File: config.mk
export PLATFORM = sky130hd
export DESIGN_NAME = nrisc_int_ctrl
export DESIGN_NICKNAME = d
export VERILOG_FILES = /design/src/rtl/nrisc_int_ctrl.sv
export SDC_FILE = /design/constraint.sdc
export NUM_CORES = 1
export LEC_CHECK = 0
export ABC_AREA = 1
export CAP_MARGIN = 20
export CORE_MARGIN = 3
export CORE_UTILIZATION = 50
export DETAILED_ROUTE_END_ITERATION = 6
export DONT_BUFFER_PORTS = 1
export GPL_TIMING_DRIVEN = 1
export HOLD_SLACK_MARGIN = 0.12
export PLACE_DENSITY_LB_ADDON = 0.15
export SLEW_MARGIN = 15
export SYNTH_ARGS = -nofsm -noshare
export SYNTH_HDL_FRONTEND = slang
export SYNTH_SLANG_ARGS = --single-unit
File: constraint.sdc
create_clock -name clk -period 2 [get_ports clk]
set_input_delay 0.4 -clock clk [delete_from_list [all_inputs] [get_ports clk]]
set_output_delay 0.4 -clock clk [all_outputs]
set_load 0.05 [all_outputs]
File: src/rtl/nrisc_int_ctrl.sv
// Interrupt controller feeding the NRISC core INTERRUPT_flag/INTERRUPT_ch inputs.
// Optional macro INT_LEVEL_TRIG_EN selects level-sensitive lines instead of latched edges.

module nrisc_int_lane (
    input  logic clk,
    input  logic rst,
    input  logic irq,
    output logic ev
);
    logic s1, s2, p;

    always_ff @(posedge clk) begin
        if (rst) begin
            s1 <= 1'b0;
            s2 <= 1'b0;
            p  <= 1'b0;
        end else begin
            s1 <= irq;
            s2 <= s1;
            p  <= s2;
        end
    end

`ifdef INT_LEVEL_TRIG_EN
    assign ev = s2;
    logic unused_p;
    assign unused_p = p;
`else
    assign ev = s2 & ~p;
`endif
endmodule

module nrisc_int_ctrl #(
    parameter int          N_IRQ    = 8,
    parameter logic [7:0]  CH_BASE  = 8'h00,
    parameter logic [7:0]  MASK_RST = 8'hFF
) (
    input  logic             clk,
    input  logic             rst,
    input  logic [N_IRQ-1:0] IRQ_in,
    input  logic             INT_ack,
    input  logic             INT_ret,
    input  logic [N_IRQ-1:0] INT_MASK_in,
    input  logic             INT_MASK_write,
    input  logic [N_IRQ-1:0] INT_CLR_in,
    input  logic             INT_CLR_write,
    output logic [N_IRQ-1:0] INT_MASK_out,
    output logic [N_IRQ-1:0] INT_PEND_out,
    output logic             INTERRUPT_flag,
    output logic [7:0]       INTERRUPT_ch
);
    localparam logic [1:0] ST_IDLE = 2'd0;
    localparam logic [1:0] ST_REQ  = 2'd1;
    localparam logic [1:0] ST_SVC  = 2'd2;

    logic [1:0]       state;
    logic [2:0]       idx, sel_idx;
    logic             sel_vld;
    logic [N_IRQ-1:0] ev, pend, mask, mask_eff, pend_eff, cand, pend_nxt, ack_clr;

    for (genvar i = 0; i < N_IRQ; i++) begin : g_lane
        nrisc_int_lane u_lane (.clk(clk), .rst(rst), .irq(IRQ_in[i]), .ev(ev[i]));
    end

    // Register writes landing this edge are already honoured by this edge's decision.
    assign mask_eff = INT_MASK_write ? INT_MASK_in : mask;
`ifdef INT_LEVEL_TRIG_EN
    assign pend_eff = pend;
    logic unused_clr;
    assign unused_clr = INT_CLR_write ^ (|INT_CLR_in);
`else
    assign pend_eff = INT_CLR_write ? (pend & ~INT_CLR_in) : pend;
`endif
    assign cand    = pend_eff & mask_eff;
    assign ack_clr = (state == ST_REQ && INT_ack) ? (N_IRQ'(1) << idx) : '0;

    always_comb begin
        sel_vld = 1'b0;
        sel_idx = 3'd0;
        for (int i = N_IRQ - 1; i >= 0; i--) begin
            if (cand[i]) begin
                sel_vld = 1'b1;
                sel_idx = 3'(i);
            end
        end
    end

    // New events are ORed in last so a same-cycle clear never drops them.
    always_comb begin
`ifdef INT_LEVEL_TRIG_EN
        pend_nxt = ev;
`else
        pend_nxt = (pend_eff & ~ack_clr) | ev;
`endif
    end

    always_ff @(posedge clk) begin
        if (rst) begin
            state        <= ST_IDLE;
            idx          <= 3'd0;
            INTERRUPT_ch <= CH_BASE;
            pend         <= '0;
            mask         <= MASK_RST[N_IRQ-1:0];
        end else begin
            pend <= pend_nxt;
            if (INT_MASK_write)
                mask <= INT_MASK_in;
            case (state)
                ST_IDLE: if (sel_vld) begin
                    idx          <= sel_idx;
                    INTERRUPT_ch <= CH_BASE + {5'd0, sel_idx};
                    state        <= ST_REQ;
                end
                ST_REQ:  if (INT_ack) state <= ST_SVC;
                ST_SVC:  if (INT_ret) state <= ST_IDLE;
                default: state <= ST_IDLE;
            endcase
        end
    end

    assign INTERRUPT_flag = (state != ST_IDLE);
    assign INT_MASK_out   = mask;
    assign INT_PEND_out   = pend;
endmodule

==> results.cfg <==
[synth]
synthDistinctLibCells = 28
ys_ff_latch = 45
syn_inst = 229
synth_commonest_cells = 45 x dfxtp_1, 43 x nor2_1, 34 x inv_1
synth_top_cell_by_area = dfxtp_1
yosysMostFrequentCell = dfxtp_1
yosys-top-cells-area = dfxtp_1 50%, nor2_1 8.9%, inv_1 7.0%
synth_edf_count = 0
ys_warn_count = 0
async_flop_share_pct = 0
synthFlopType = dfxtp_1
yosysSeqAreaShare_pct = 49.7
yosysTopAreaCellShare_pct = 49.7
avgSynthCellArea_um2 = 7.92
synth_area_um2 = 1810

[timing]
setup_viol = 0
rsz0062_at_grt = false
period_share_pct = 86.6
finalHoldViolCount = 0
min_period_ns = 1.73
max_freq_mhz = 578
setup_slack_ns = 0.269
maxSlewViolCount = 0
tns_ns = 0
relSlewSlack_pct = 64.9
worst_pin_slew_ns = 0.526
finClkSkew_ns = 0.0120

[worst_setup_path]
crit_fanout = 4
reg2reg_from = state[0]
cp.arrival_ns = 1.33
required_ns = 1.60
start_kind = flop
reg2reg_depth = 4
path_class = flop to output port
cpPeakStageDelay_ns = 0.37
reg2reg_slack_ns = 0.57
worstReg2RegEnd = INTERRUPT_ch[2]
worstPathCellList = nor2_1 -> inv_1
crit_start = state[0]
slowest_stage = dfxtp_1
end_kind = output port
endpoint = INTERRUPT_flag

[clock_tree]
root_buffer = clkbuf_4
cts_tree = built
cts_buffer_depth = 2
ctsResizeCount = 0
clkSinkCount = 45
clk_latency_ns = 0.35
htree_levels = 2
cts_setup_buffers = 0
cts-buffers-inserted = 5
clk_pin_slew_ns = 0.13

[routing]
drtAntennaViolNets = 0
num_vias = 1403
wl_per_cell_um = 11.8
avgViaCountPerCell = 4.65
finalWirelength_um = 3560
drt_iter0_markers = 57
drcViolationCount = 0
dr.pass1.iters = 4

[floorplan]
start_util_pct = 53.1
row_count = 21
dieArea_um2 = 4380
fp.coreArea_um2 = 3420
ios = 55
fp.dieH_um = 66.2
fp.dieW_um = 66.2

[power]
comb_power_share_pct = 18.7
p_leak_nw = 1.01
p_clk_share_pct = 30.6
netSwitchingFraction_pct = 30.1
p_seq_share_pct = 50.7
peakVddDrop_mv = 0.556
power.density_nw_per_um2 = 910
power.switching_mw = 0.579
p_int_mw = 1.34

[final_layout]
num-fill-cells = 310
layout.nets = 285
multiInputGateArea_um2 = 711
drive_gt1_share_pct = 21.1
syn_to_final_growth_pct = 16.6
regArea_um2 = 901
antennaDiodeCount = 0

[grt]
grt_pass1_wl_um = 5640
overflow = 0
grt_pass1_vias = 1326
antenna_found_initial = 0
grt_use_total_pct = 17.0
grt_max_degree = 33

[worst_hold_path]
min_path_type = primary input to flop

[placement]
post-place-ws_ns = 0.609
gp_congestion = 0.833
hpwl_um = 2690
io_buffers = 0

[job]
cap_violations = 0

[outcome]
status = complete, no violations
-- worst min path at each step --
stage               slack [ns]                start                  end  cells past startpoint
floorplan                 0.39  g_lane[0].u_lane.s1  g_lane[0].u_lane.s2                      2
global placement          0.39  g_lane[5].u_lane.s1  g_lane[5].u_lane.s2                      2
detailed placement        0.39  g_lane[0].u_lane.s1  g_lane[0].u_lane.s2                      2
CTS                       0.12            IRQ_in[0]  g_lane[0].u_lane.s1                      2
global route              0.12            IRQ_in[7]  g_lane[7].u_lane.s1                      2
finish                    0.13            IRQ_in[6]  g_lane[6].u_lane.s1                      2
-- per-layer routing --
layer / GRT usage [%] / up-vias / wire (um)
met5: 0 / - / 0
li1: - / 749 / -
met2: 28.7 / 46 / 1740
met3: 5.44 / 7 / 273
met1: 18.7 / 601 / 1470
met4: 9.39 / 0 / 68
-- flip-flops by register name, indices dropped and copies added, names as in the netlist --
register	flops
INTERRUPT_ch	3
INT_MASK_out	8
INT_PEND_out	8
g_lane.u_lane.p	8
g_lane.u_lane.s1	8
g_lane.u_lane.s2	8
state	2
-- power by group through the flow --
stage | logic, mW | registers (mW) | clock network (mW)
detailed placement | 0.341 | 0.994 | 0
global placement | 0.333 | 0.992 | 0
CTS | 0.356 | 0.975 | 0.597
global route | 0.389 | 0.980 | 0.635
floorplan | 0.192 | 1.09 | 0
finish | 0.360 | 0.974 | 0.588
-- repair_timing --
item,in CTS,in global routing
endpoints found under the setup margin,0,0
hold buffers,3,4
hold endpoints to repair,32,4
-- worst max-delay path: cells and delay by family, from the launching register on --
family / cells / cell delay [ns]
flops: 1 / 0.37
buf+inv: 1 / 0.32
simple gates: 1 / 0.29
-- stage by stage --
stage / power, mW / utilization, % / instances / hold slack (ns) / instance area, um2
2_1_floorplan: 1.28 / - / 233 / 0.388 / 1830
3_3_place_gp: 1.32 / 57.4 / 287 / 0.389 / 1960
3_5_place_dp: 1.34 / 57.4 / 287 / 0.392 / 1960
4_1_cts: 1.93 / 60.8 / 298 / 0.122 / 2080
5_1_grt: 2.00 / 61.9 / 302 / 0.122 / 2110
6_report: 1.92 / 61.9 / 302 / 0.131 / 2110
-- placed cells by master (no fill, tap or decap), drive strengths merged --
cell	synthesis	routed
o21a	1	1
bufinv	0	1
clkinvlp	0	1
nand3	8	8
dlygate4sd3	0	6
buf	7	20
dfxtp	45	45
a21boi	6	6
nand3b	1	1
nand4	7	7
nor3	1	1
inv	36	36
clkbuf	4	6
a21oi	11	11
nor2	45	45
a31oi	1	1
o21ai	4	4
conb	1	5
o32ai	1	1
nand2	49	49
nor4	1	1
-- cell families (layout without fill, tap and decap cells) --
logic type	Yosys count	after routing	share of synthesized area, %
compound gates	24	24	8.49
buf+inv	47	70	11.9
flops	45	45	49.7
other cells	1	5	0.207
simple gates	112	112	29.7
-- cell type report --
class / instances / area share [%]
inverters: 36 / 6.99
clock inverters: 2 / 1.78
flip-flops and latches: 45 / 42.6
well taps: 46 / 2.72
repair buffers: 26 / 9.83
multi-input cells: 141 / 33.6
clock buffers: 6 / 2.43
Note: power is estimated with default switching activity, not from simulation.
